**src/rtl/ddr_rx_pkg.sv**
```systemverilog
`default_nettype none
// ============================================================================
// Module      : ddr_rx_pkg
// Description : Shared types and sizing helpers for the dual-rate receive
//               deserializer.
// Revision    : 1.0 - initial release
// ============================================================================
package ddr_rx_pkg;

  // Alignment state: IDLE discards pairs, FILL accumulates a word.
  typedef enum logic [0:0] {
    IDLE = 1'b0,
    FILL = 1'b1
  } state_t;

  // Output word width: two beats per pair, RATIO pairs per word.
  function automatic int calc_word_w(input int data_w, input int ratio);
    return 2 * ratio * data_w;
  endfunction

  // Slot counter width; a single-slot word still needs a one-bit counter.
  function automatic int calc_cnt_w(input int ratio);
    if (ratio <= 2) begin
      return 1;
    end
    return $clog2(ratio);
  endfunction

endpackage : ddr_rx_pkg
`default_nettype wire

```
**src/rtl/ddr_rx_outreg.sv**
```systemverilog
`default_nettype none
// ============================================================================
// Module      : ddr_rx_outreg
// Description : Single-entry valid/ready holding register. A load that
//               arrives while the entry is occupied and not being consumed is
//               dropped and reported with a one-cycle drop pulse.
// Revision    : 1.0 - initial release
// ============================================================================
module ddr_rx_outreg #(
  parameter int W = 32
) (
  input  logic         CLK,
  input  logic         RST,
  input  logic         load_i,
  input  logic [W-1:0] data_i,
  input  logic         ready_i,
  output logic         valid_o,
  output logic [W-1:0] data_o,
  output logic         drop_o
);

  logic         valid_q;
  logic         valid_d;
  logic [W-1:0] data_q;
  logic [W-1:0] data_d;
  logic         accept;

  // Next-state: accept when empty or draining this cycle, else drop the load.
  always_comb begin
    valid_d = valid_q;
    data_d  = data_q;
    accept  = load_i & (~valid_q | ready_i);
    drop_o  = load_i & valid_q & ~ready_i;
    if (accept) begin
      valid_d = 1'b1;
      data_d  = data_i;
    end else if (valid_q & ready_i) begin
      valid_d = 1'b0;
    end
  end

  // Holding register; data keeps its last value after consumption.
  always_ff @(posedge CLK or negedge RST) begin
    if (!RST) begin
      valid_q <= 1'b0;
      data_q  <= '0;
    end else begin
      valid_q <= valid_d;
      data_q  <= data_d;
    end
  end

  assign valid_o = valid_q;
  assign data_o  = data_q;

endmodule : ddr_rx_outreg
`default_nettype wire

```
**src/rtl/ddr_rx_deser.sv**
```systemverilog
`default_nettype none
// ============================================================================
// Module      : ddr_rx_deser
// Description : Packs beat pairs from the dual-edge capture stage into wide
//               single-rate words, aligned to a SYNC marker, and presents
//               them on a valid/ready interface with a sticky overflow flag.
// Revision    : 1.0 - initial release
// ============================================================================
module ddr_rx_deser
  import ddr_rx_pkg::*;
#(
  parameter int   DATA_W = 8,
  parameter int   RATIO  = 2,
  localparam int  WORD_W = calc_word_w(DATA_W, RATIO)
) (
  input  logic              CLK,
  input  logic              RST,
  input  logic              CE,
  input  logic [DATA_W-1:0] D_FIRST,
  input  logic [DATA_W-1:0] D_SECOND,
  input  logic              SYNC,
  input  logic              CLR_OVF,
  output logic [WORD_W-1:0] WORD_O,
  output logic              VALID_O,
  input  logic              READY_I,
  output logic              ALIGNED_O,
  output logic              OVF_O
);

  localparam int             CNT_W     = calc_cnt_w(RATIO);
  localparam logic [CNT_W-1:0] LAST_SLOT = CNT_W'(RATIO - 1);

  state_t            state_q;
  state_t            state_d;
  logic [CNT_W-1:0]  cnt_q;
  logic [CNT_W-1:0]  cnt_d;
  logic [WORD_W-1:0] acc_q;
  logic [WORD_W-1:0] acc_d;
  logic              ovf_q;
  logic              ovf_d;

  logic              wr_en;
  logic [CNT_W-1:0]  wr_slot;
  logic              word_done;
  logic              drop;

  // Slot selection, accumulator write and word-completion detection.
  // SYNC always forces slot 0, which silently discards any partial word.
  // The completed word is taken from acc_d so the final pair lands in the
  // output register on the same edge it is sampled.
  always_comb begin
    state_d   = state_q;
    cnt_d     = cnt_q;
    acc_d     = acc_q;
    wr_en     = 1'b0;
    wr_slot   = '0;
    word_done = 1'b0;

    if (CE) begin
      if (SYNC) begin
        wr_en   = 1'b1;
        wr_slot = '0;
        state_d = FILL;
      end else if (state_q == FILL) begin
        wr_en   = 1'b1;
        wr_slot = cnt_q;
      end
    end

    if (wr_en) begin
      for (int s = 0; s < RATIO; s++) begin
        if (wr_slot == CNT_W'(s)) begin
          acc_d[2*s*DATA_W +: 2*DATA_W] = {D_SECOND, D_FIRST};
        end
      end
      if (wr_slot == LAST_SLOT) begin
        word_done = 1'b1;
        cnt_d     = '0;
      end else begin
        cnt_d = wr_slot + CNT_W'(1);
      end
    end
  end

  // Sticky overflow: a drop in the same cycle as a clear keeps the flag set.
  always_comb begin
    ovf_d = ovf_q;
    if (drop) begin
      ovf_d = 1'b1;
    end else if (CLR_OVF) begin
      ovf_d = 1'b0;
    end
  end

  // State, slot counter, accumulator and overflow registers.
  always_ff @(posedge CLK or negedge RST) begin
    if (!RST) begin
      state_q <= IDLE;
      cnt_q   <= '0;
      acc_q   <= '0;
      ovf_q   <= 1'b0;
    end else begin
      state_q <= state_d;
      cnt_q   <= cnt_d;
      acc_q   <= acc_d;
      ovf_q   <= ovf_d;
    end
  end

  ddr_rx_outreg #(
    .W (WORD_W)
  ) u_outreg (
    .CLK     (CLK),
    .RST     (RST),
    .load_i  (word_done),
    .data_i  (acc_d),
    .ready_i (READY_I),
    .valid_o (VALID_O),
    .data_o  (WORD_O),
    .drop_o  (drop)
  );

  assign ALIGNED_O = (state_q == FILL);
  assign OVF_O     = ovf_q;

endmodule : ddr_rx_deser
`default_nettype wire

```
**config.mk**
```make
export PLATFORM = sky130hd
export DESIGN_NAME = ddr_rx_deser
export DESIGN_NICKNAME = d
export VERILOG_FILES = /design/src/rtl/ddr_rx_pkg.sv /design/src/rtl/ddr_rx_outreg.sv /design/src/rtl/ddr_rx_deser.sv
export SDC_FILE = /design/constraint.sdc
export NUM_CORES = 1
export LEC_CHECK = 0
export BUFFER_PORTS_ARGS = -buffer_cell sky130_fd_sc_hd__clkbuf_2
export CORE_ASPECT_RATIO = 1.1
export CORE_MARGIN = 10
export CORE_UTILIZATION = 35
export DETAILED_ROUTE_END_ITERATION = 10
export MAX_ROUTING_LAYER = met4
export PLACE_DENSITY_LB_ADDON = 0.05
export SYNTH_ARGS = -nofsm -noshare
export SYNTH_HDL_FRONTEND = slang
export SYNTH_HIERARCHICAL = 1
export SYNTH_SLANG_ARGS = --single-unit
export TNS_END_PERCENT = 5
```
**constraint.sdc**
```tcl
create_clock -name CLK -period 3.8 [get_ports CLK]
set_clock_uncertainty 0.1 [all_clocks]
set_input_delay 0.76 -clock CLK [delete_from_list [all_inputs] [get_ports CLK]]
set_output_delay 0.76 -clock CLK [all_outputs]
set_load 0.05 [all_outputs]
```
==> results of run 1 <==
worst register-to-register path, delay by kind of cell, from the launching register on:
family	cells	cell delay, ps
and+or+nand+nor	2	770
DFF	1	450
muxes	1	440
buffers and inverters	1	270
cell usage in the layout (no fill, tap or decap), types with 4 or more instances in the layout:
master    count
clkbuf_8     11
dfrtp_1      68
mux2_4       49
mux2_2       15
clkbuf_2     55
inv_1         4
where the power goes:
group          leakage, nW  total (W)  internal, W  switching, W
combinational        0.831    0.00120     0.000413      0.000783
sequential           0.802    0.00107     0.000960      0.000115
clock               0.0983   0.000583     0.000331      0.000252
routing by layer:
layer / global-route usage / share of wire
met5: - / 0
met2: 0.140 / 0.47
met4: 0.0434 / 0.017
met1: 0.118 / 0.46
met3: 0.0400 / 0.047
cell type report:
cell class	count	share of cell area
clock inverters	2	0.0105
clock buffers	12	0.0464
inverters	4	0.00449
repair buffers	57	0.0860
multi-input cells	75	0.304
well taps	108	0.0404
flip-flops and latches	68	0.508
worst paths after layout:
check / start / end / slack [ps] / cells after the start
hold / removal: OVF_O / OVF_O / 390 / 1
hold reg to reg: OVF_O / OVF_O / 390 / 1
setup reg to reg: cnt_q / u_outreg/data_o[26] / 1650 / 4
max in group asynchronous: RST / acc_q[22] / 2220 / 2
setup / recovery: SYNC / u_outreg/data_o[26] / 1490 / 5
min in group asynchronous: RST / cnt_q / 440 / 1
registers in the layout (all words and copies together), names as in the netlist:
register          cells
u_outreg/data_o      32
cnt_q                 1
OVF_O                 1
acc_q                32
u_outreg/valid_o      1
ALIGNED_O             1
kinds of logic after synthesis:
kind of cell | after synthesis | share of synthesized area
simple gates | 6 | 0.0248
mux | 64 | 0.320
compound gates | 5 | 0.0151
buf+inv | 9 | 0.0376
flops | 68 | 0.602
per-stage QoR:
stage          std cells  area, um2
2_1_floorplan        152       2830
3_3_place_gp         312       3160
3_5_place_dp         312       3160
4_1_cts              326       3350
5_1_grt              326       3350
6_report             326       3350
cells in the mapped netlist:
master,n
buf_12,4
nor2_1,1
nand2b_4,1
nand2_1,1
buf_6,1
mux2_4,49
nand4b_4,1
dfrtp_1,68
inv_1,4
mux2_2,15
o21ai_4,1
o21ai_0,1
nor2b_4,1
a21o_2,1
nand2_4,1
a21oi_1,1
a21o_1,1
==> metrics.md, run 1 <==
| Metric | Value |
|---|---|
| Status | `completed` |
| Ys Warns | `6` |
| Post-synthesis sequential area ratio | `0.602` |
| Via count | `1432` |
| Cell Rows | `34` |
| Worst Path Required | `around 3900 ps` |
| Crit path cell chain | `clkbuf_2, nand4b_4, inv_1, nand2_4, mux2_4` |
| Total power | `0.00285 W` |
| CTS tree | `done` |
| GP Congestion | `0.666` |
| Post-CTS setup buffers | `0` |
| CP Max Fanout | `32` |
| Cell count after synthesis | `152` |
| Cell area power density | `853 nW/um2` |
| DRC viols | `0` |
| Unique masters post-synth | `17` |
| Post-CTS resize count | `0` |
| Clock H-tree levels | `3` |
| Top post-synthesis cells by area | `dfrtp_1, mux2_4, mux2_2` |
| RSZ-0062 raised after global routing | `false` |
| First-pass GRT wire length | `8850 um` |
| Syn Nets | `174` |
| PnR worst setup slack | `about 1500 ps` |
| Crit-path slowest cell | `nand4b_4` |
| ANT nets after route | `0` |
| Share of cells above drive strength 1 | `0.642` |
| Final period utilization | `0.609` |
| Max incr delay on CP | `450 ps` |
| CTS buffer count | `9` |
| Peak Freq | `432 MHz` |
| Num ports | `57` |
| ANT cells | `0` |
| Final hold slack | `394 ps` |
| Clock Tree Buf Depth | `2` |
| Worst-path clk slew | `70 ps` |
| Crit path max-delay family | `simple AND/OR/NAND/NOR gates` |
| # port buffers | `56` |
| Startpoint types | `input port` |
| Number of hold violations in the final report | `0` |
| Register Area | `approximately 1700 um2` |
| Synthesized cell area | `2830 um2` |
| Pre-CTS setup slack | `1080 ps` |
| # setup viols final | `0` |
| Worst Path Arrival | `2430 ps` |
| Drt via density | `4.39` |
| Total congestion overflow | `0` |
| Total track usage | `0.0976` |
| Slew Viols, Final | `0` |
| Maxcap violations | `0` |
| Total negative slack | `0 ps` |
| Buf/Inv on CP | `2` |
| Core Box Area | `7870 um2` |
| Final Core Density | `0.425` |
| Clock latency on the worst-skew pair | `about 330 ps` |
| Synth Register Bits | `68` |
| Synthesis-to-finish area growth | `18.5%` |
| Synth top area share | `0.602` |
| Syn Area/Cell | `18.6 um2` |
| Worst VDD drop | `408 uV` |
| Crit path kind | `input port to flop` |
| Clock Tree Root | `clkbuf_8` |
| Area of the multi-input gates | `1020 um2` |
| Dpl hpwl | `3600 um` |
| CP endpoint kind | `flop` |
| Cts hold-fix bufs | `0` |
| Worst slew pin tran | `886 ps` |
| Height of the die | `about 110 um` |
| Vias in the first global route | `approximately 1600` |
| Initial Util | `0.359` |
| Nets | `237` |
| Largest net degree at the start of global routing | `41` |
| Sink Count | `68` |
| Final min period | `2310 ps` |
| Yosys top cell by area | `dfrtp_1` |
| First DRT Iteration DRCs | `26` |
| WL/cell | `between 15 and 20 um` |
| Static leakage | `~1.7 nW` |
| Die W | `106 um` |
| Fill cells | `729` |
| Slew HR | `0.409` |
| DIE AREA | `~12000 um2` |
| Pre-antenna DRT Iters | `3` |
| Hold crit path type | `flop to flop` |
| Final WL | `5350 um` |
| Initial antenna violation count | `0` |
Note: power is estimated with default switching activity, not from simulation.
==> run 2, diff against run 1 <==
==> constraint.sdc (replaced) <==
create_clock -name CLK -period 2.25 [get_ports CLK]
set_clock_uncertainty 0.1 [all_clocks]
set_input_delay 0.45 -clock CLK [delete_from_list [all_inputs] [get_ports CLK]]
set_output_delay 0.45 -clock CLK [all_outputs]
set_load 0.05 [all_outputs]
==> run 2 against run 1 <==
  * Sequential cell count unchanged
  * Critical path type is now flop to flop
  * Die area unchanged
  * Via count increased by 0.21%
  * Worst hold slack got worse by 390 ps
  * Register-to-register slack got worse by 1200 ps
  * Highest routed layer unchanged
  * Total power increased by 82%
==> metrics.md, run 2 (same netlist as run 1, synthesis figures left out) <==
| Metric | Value |
|---|---|
| ANT nets after route | `0` |
| Share of cells above drive strength 1 | `0.655` |
| Startpoint types | `flop` |
| Static leakage | `1.80 nW` |
| Worst Path Arrival | `a little under 2000 ps` |
| Worst slew pin tran | `379 ps` |
| ANT cells | `0` |
| Number of hold violations in the final report | `0` |
| Final hold slack | `4.95 ps` |
| # setup viols final | `0` |
| # port buffers | `56` |
| Status | `completed` |
| Via count | `1435` |
| Nets | `240` |
| Clock Tree Root | `clkbuf_8` |
| Clock H-tree levels | `3` |
| Worst Setup SP | `ALIGNED_O` |
| Post-CTS resize count | `0` |
| Final min period | `1810 ps` |
| Crit path kind | `flop to flop` |
| CTS tree | `done` |
| Peak Freq | `551 MHz` |
| Largest net degree at the start of global routing | `69` |
| Final WL | `5700 um` |
| Cell area power density | `approximately 1500 nW/um2` |
| Post-CTS setup buffers | `0` |
| GP Congestion | `0.688` |
| Sink Count | `68` |
| Most frequent cells in the layout | `dfrtp_1, clkbuf_2, mux2_4` |
| Initial antenna violation count | `0` |
| Worst R2R End | `u_outreg/data_o[5]` |
| Critical path endpoint | `u_outreg/data_o[5]` |
| Worst-path clk slew | `approximately 80 ps` |
| Vias in the first global route | `1666` |
| CTS buffer count | `9` |
| Most common cell after layout, fill and taps aside | `dfrtp_1` |
| Total track usage | `0.105` |
| Die W | `106 um` |
| Pre-CTS setup slack | `roughly 270 ps` |
| R2R Setup Slk | `440 ps` |
| Clock Tree Buf Depth | `2` |
| First DRT Iteration DRCs | `77` |
| Final period utilization | `0.807` |
| First-pass GRT wire length | `9520 um` |
| Final Core Density | `0.443` |
| Dpl hpwl | `between 3000 and 4000 um` |
| Slew Viols, Final | `0` |
| RSZ-0062 raised after global routing | `false` |
| Total congestion overflow | `0` |
| Slew HR | `0.747` |
| CP Max Fanout | `16` |
| Cts hold-fix bufs | `0` |
| Core Box Area | `slightly below 8000 um2` |
| CP endpoint kind | `flop` |
| WL/cell | `about 17 um` |
| R2R Path Start | `ALIGNED_O` |
| Num ports | `57` |
| Total negative slack | `0 ps` |
| Worst Path Required | `2370 ps` |
| Hold crit path type | `input port to asynchronous set/reset pin` |
| DIE AREA | `12100 um2` |
| DRC viols | `0` |
| Cell Rows | `34` |
| R2R cell count | `5` |
| Pre-antenna DRT Iters | `4` |
| Worst VDD drop | `851 uV` |
| PnR worst setup slack | `435 ps` |
| Maxcap violations | `0` |
| Drt via density | `approximately 4.3` |
| Synthesis-to-finish area growth | `23.4%` |
| Initial Util | `0.359` |
| Clock latency on the worst-skew pair | `330 ps` |
| Height of the die | `114 um` |
-- run 2: layout make-up --
cell class | count | area [um2]
sequential | 68 | 1700
clock buffer | 9 | 124
clock inverter | 7 | 146
timing repair buffer | 60 | 348
inverter | 4 | 15.0
multi-input combinational | 75 | 1020
tap | 108 | 135
fill | 736 | 4380
-- run 2: where the power goes --
group / switching (W) / internal (W) / total (W)
clock: 0.000474 / 0.000858 / 0.00133
combinational: 0.00134 / 0.000710 / 0.00205
sequential: 0.000199 / 0.00162 / 0.00182
-- run 2: stage by stage --
step,cell area [um2],total power [W],cells
after detailed placement,3220,0.00393,315
after global placement,3220,0.00390,315
after CTS,3490,0.00530,331
after global routing,3490,0.00547,331
after floorplan,2830,0.00343,152
final,3490,0.00520,331
-- run 2: worst min path at each step --
| stage | startpoint | to |
|---|---|---|
| 2_1_floorplan | RST | ALIGNED_O |
| 3_3_place_gp | OVF_O | OVF_O |
| 3_5_place_dp | acc_q[14] | acc_q[14] |
| 4_1_cts | RST | u_outreg/data_o[3] |
| 5_1_grt | RST | ALIGNED_O |
| 6_report | RST | ALIGNED_O |
-- run 2: worst max-delay path, cell delays in order, from the launching register on --
cell and delay, ps:
dfrtp_1 460, nor2b_4 170, o21ai_4 140, buf_12 200, mux2_2 360, mux2_4 280
-- run 2: per-layer routing --
metal  vias to the layer above  global-route usage  wire (um)
met5                         -                   -          0
met4                         0              0.0461         87
met1                       728               0.131       2690
met3                         8              0.0349        210
li1                        664                   -          -
met2                        35               0.152       2710
==> run 3, diff against run 2 <==
--- a/config.mk
+++ b/config.mk
@@ -5,6 +5,7 @@
 export SDC_FILE = /design/constraint.sdc
 export NUM_CORES = 1
 export LEC_CHECK = 0
+export ABC_AREA = 1
 export BUFFER_PORTS_ARGS = -buffer_cell sky130_fd_sc_hd__clkbuf_2
 export CORE_ASPECT_RATIO = 1.1
 export CORE_MARGIN = 10
==> constraint.sdc (replaced) <==
create_clock -name CLK -period 1.45 [get_ports CLK]
set_clock_uncertainty 0.1 [all_clocks]
set_input_delay 0.29 -clock CLK [delete_from_list [all_inputs] [get_ports CLK]]
set_output_delay 0.29 -clock CLK [all_outputs]
set_load 0.05 [all_outputs]
==> run 3 against run 2 <==
  * Design area grew 3.5%
  * Highest routed layer unchanged
  * Critical path type is now flop to output pin
  * Final cell count increased by 44%
  * Critical endpoint is now ALIGNED_O
  * Synthesized area up 0.49%
==> metrics.md, run 3 <==
| Metric | Value |
|---|---|
| Syn Nets | `between 300 and 400` |
| Cell area power density | `between 1500 and 2000 nW/um2` |
| ANT nets after route | `0` |
| Vias in the first global route | `2271` |
| Maxcap violations | `0` |
| First-pass GRT wire length | `about 12000 um` |
| CTS tree | `done` |
| Number of hold violations in the final report | `0` |
| Worst VDD drop | `roughly 630 uV` |
| Most common cell after layout, fill and taps aside | `nand2_1` |
| Top post-synthesis cells by area | `dfrtp_1, nand2_1, nand3_1` |
| Core Box Area | `approximately 8000 um2` |
| Post-synth EDFFs | `0` |
| Crit-path slowest cell | `dfrtp_2` |
| Hold endpoint | `OVF_O` |
| R2R Path Start | `ALIGNED_O` |
| DRC viols | `0` |
| Height of the die | `114 um` |
| WL/cell | `14.9 um` |
| CP Max Fanout | `3` |
| Max incr delay on CP | `390 ps` |
| Dpl hpwl | `4970 um` |
| Unique masters post-synth | `19` |
| Synthesis-to-finish area growth | `27.1%` |
| Static leakage | `1.94 nW` |
| ANT cells | `0` |
| CTS buffer count | `9` |
| Final min period | `1400 ps` |
| Buf/Inv on CP | `1` |
| Slew Viols, Final | `0` |
| Initial Util | `0.359` |
| Num ports | `57` |
| Syn Area/Cell | `9.59 um2` |
| Synthesized cell area | `2840 um2` |
| GP Congestion | `0.741` |
| Ys async rst share | `1.00` |
| DIE AREA | `12100 um2` |
| Largest net degree at the start of global routing | `36` |
| Worst Path Required | `1060 ps` |
| Total track usage | `0.125` |
| Slew HR | `0.808` |
| Pre-antenna DRT Iters | `5` |
| Status | `completed` |
| Synth Register Bits | `68` |
| Most frequent cell after synthesis | `nand2_1` |
| Final period utilization | `0.968` |
| # setup viols final | `0` |
| Clock latency on the worst-skew pair | `340 ps` |
| Yosys top cell by area | `dfrtp_1` |
| RSZ-0062 raised after global routing | `true` |
| Ys Warns | `6` |
| Cell count after synthesis | `296` |
| CP endpoint kind | `output pin` |
| Most common flop cell mapped by yosys | `dfrtp_1` |
| Post-synthesis sequential area ratio | `0.599` |
| Fill cells | `827` |
| Crit path cell chain | `clkbuf_2` |
| Clock Tree Buf Depth | `2` |
| R2R Setup Slk | `50 ps` |
| Clock H-tree levels | `3` |
| Worst R2R End | `OVF_O` |
| # port buffers | `56` |
| Hold Path Depth | `2` |
| Die W | `106 um` |
| Synth top area share | `0.599` |
| Via count | `roughly 2200` |
| Total negative slack | `0 ps` |
| Startpoint types | `flop` |
| Cell Rows | `34` |
| Worst slew pin tran | `288 ps` |
| Share of cells above drive strength 1 | `0.356` |
| Worst-path clk slew | `approximately 80 ps` |
| Drt via density | `4.54` |
| Sink Count | `68` |
| Hold crit path type | `input port to flop` |
| R2R cell count | `8` |
| First DRT Iteration DRCs | `54` |
| Final WL | `around 7100 um` |
| Crit path max-delay family | `flip-flops` |
| Nets | `385` |
| Hold Path Origin | `CLR_OVF` |
| Crit path kind | `flop to output pin` |
| Total congestion overflow | `0` |
| Most frequent cells in the layout | `nand2_1, dfrtp_1, clkbuf_2` |
| Initial antenna violation count | `0` |
| Clock Tree Root | `clkbuf_8` |
| Peak Freq | `between 700 and 800 MHz` |
| Synth cell count leaders | `nand2_1, dfrtp_1, nand3_1, nand2_2, buf_4` |
| Worst Path Arrival | `1010 ps` |
| Total power | `0.00595 W` |
[run 3: metrics by stage]
step | setup WS (ps) | cells | hold WS (ps) | cell area, um2 | util
2_1_floorplan | -160 | 296 | -106 | 2860 | -
3_3_place_gp | -8.38 | 458 | 100 | 3300 | 0.418
3_5_place_dp | -48.0 | 458 | 100 | 3300 | 0.418
4_1_cts | 15.3 | 475 | 12.1 | 3530 | 0.446
5_1_grt | -23.9 | 476 | 36.9 | 3610 | 0.456
6_report | 46.7 | 476 | 27.5 | 3610 | 0.456
[run 3: timing repair]
item / CTS / global route
buffers inserted: 0 / 1
hold buffers: 1 / 0
cloned: 0 / 0
hold endpoints to repair: 19 / 0
gates resized for setup: 4 / 20
endpoints found under the setup margin: 19 / 20
pin swaps: 0 / 2
[run 3: worst max path at each step]
stage                   startpoint                   to  slack, ps  depth (start not counted)
2_1_floorplan            ALIGNED_O   u_outreg/data_o[0]       -160                         10
3_3_place_gp                  SYNC  u_outreg/data_o[13]         -8                          7
3_5_place_dp                  SYNC  u_outreg/data_o[22]        -50                          7
4_1_cts        u_outreg/data_o[14]           WORD_O[14]         20                          1
5_1_grt                  ALIGNED_O                OVF_O        -20                          8
6_report                 ALIGNED_O            ALIGNED_O         50                          1
[run 3: per-layer routing]
metal,GRT usage,share of wire,vias up,routed length (um)
met4,0.0515,0.012,0,84
met3,0.0315,0.048,6,341
met2,0.192,0.48,54,3370
met1,0.154,0.46,1041,3280
met5,-,0,-,0
li1,-,-,1059,-
[run 3: cell families (layout without fill, tap and decap cells)]
group | Yosys count | count (layout) | share of synthesized area
AO/OA/AOI/OAI | 2 | 2 | 0.00441
buffers and inverters | 23 | 95 | 0.0661
flip-flops | 68 | 68 | 0.599
AND/OR/NAND/NOR | 203 | 203 | 0.330
[run 3: layout make-up]
type,instances,area [um2],area share
Multi-Input combinational cell,205,1010,0.281
Tap cell,108,135,0.0374
Timing Repair Buffer,72,512,0.142
Clock buffer,10,138,0.0381
Inverter,7,43.8,0.0121
Sequential cell,68,1700,0.472
Clock inverter,6,63.8,0.0177
[run 3: report_power, final]
group          total [W]  switching, W  internal, W
clock            0.00159      0.000751     0.000838
sequential       0.00247      0.000192      0.00228
combinational    0.00189       0.00142     0.000467
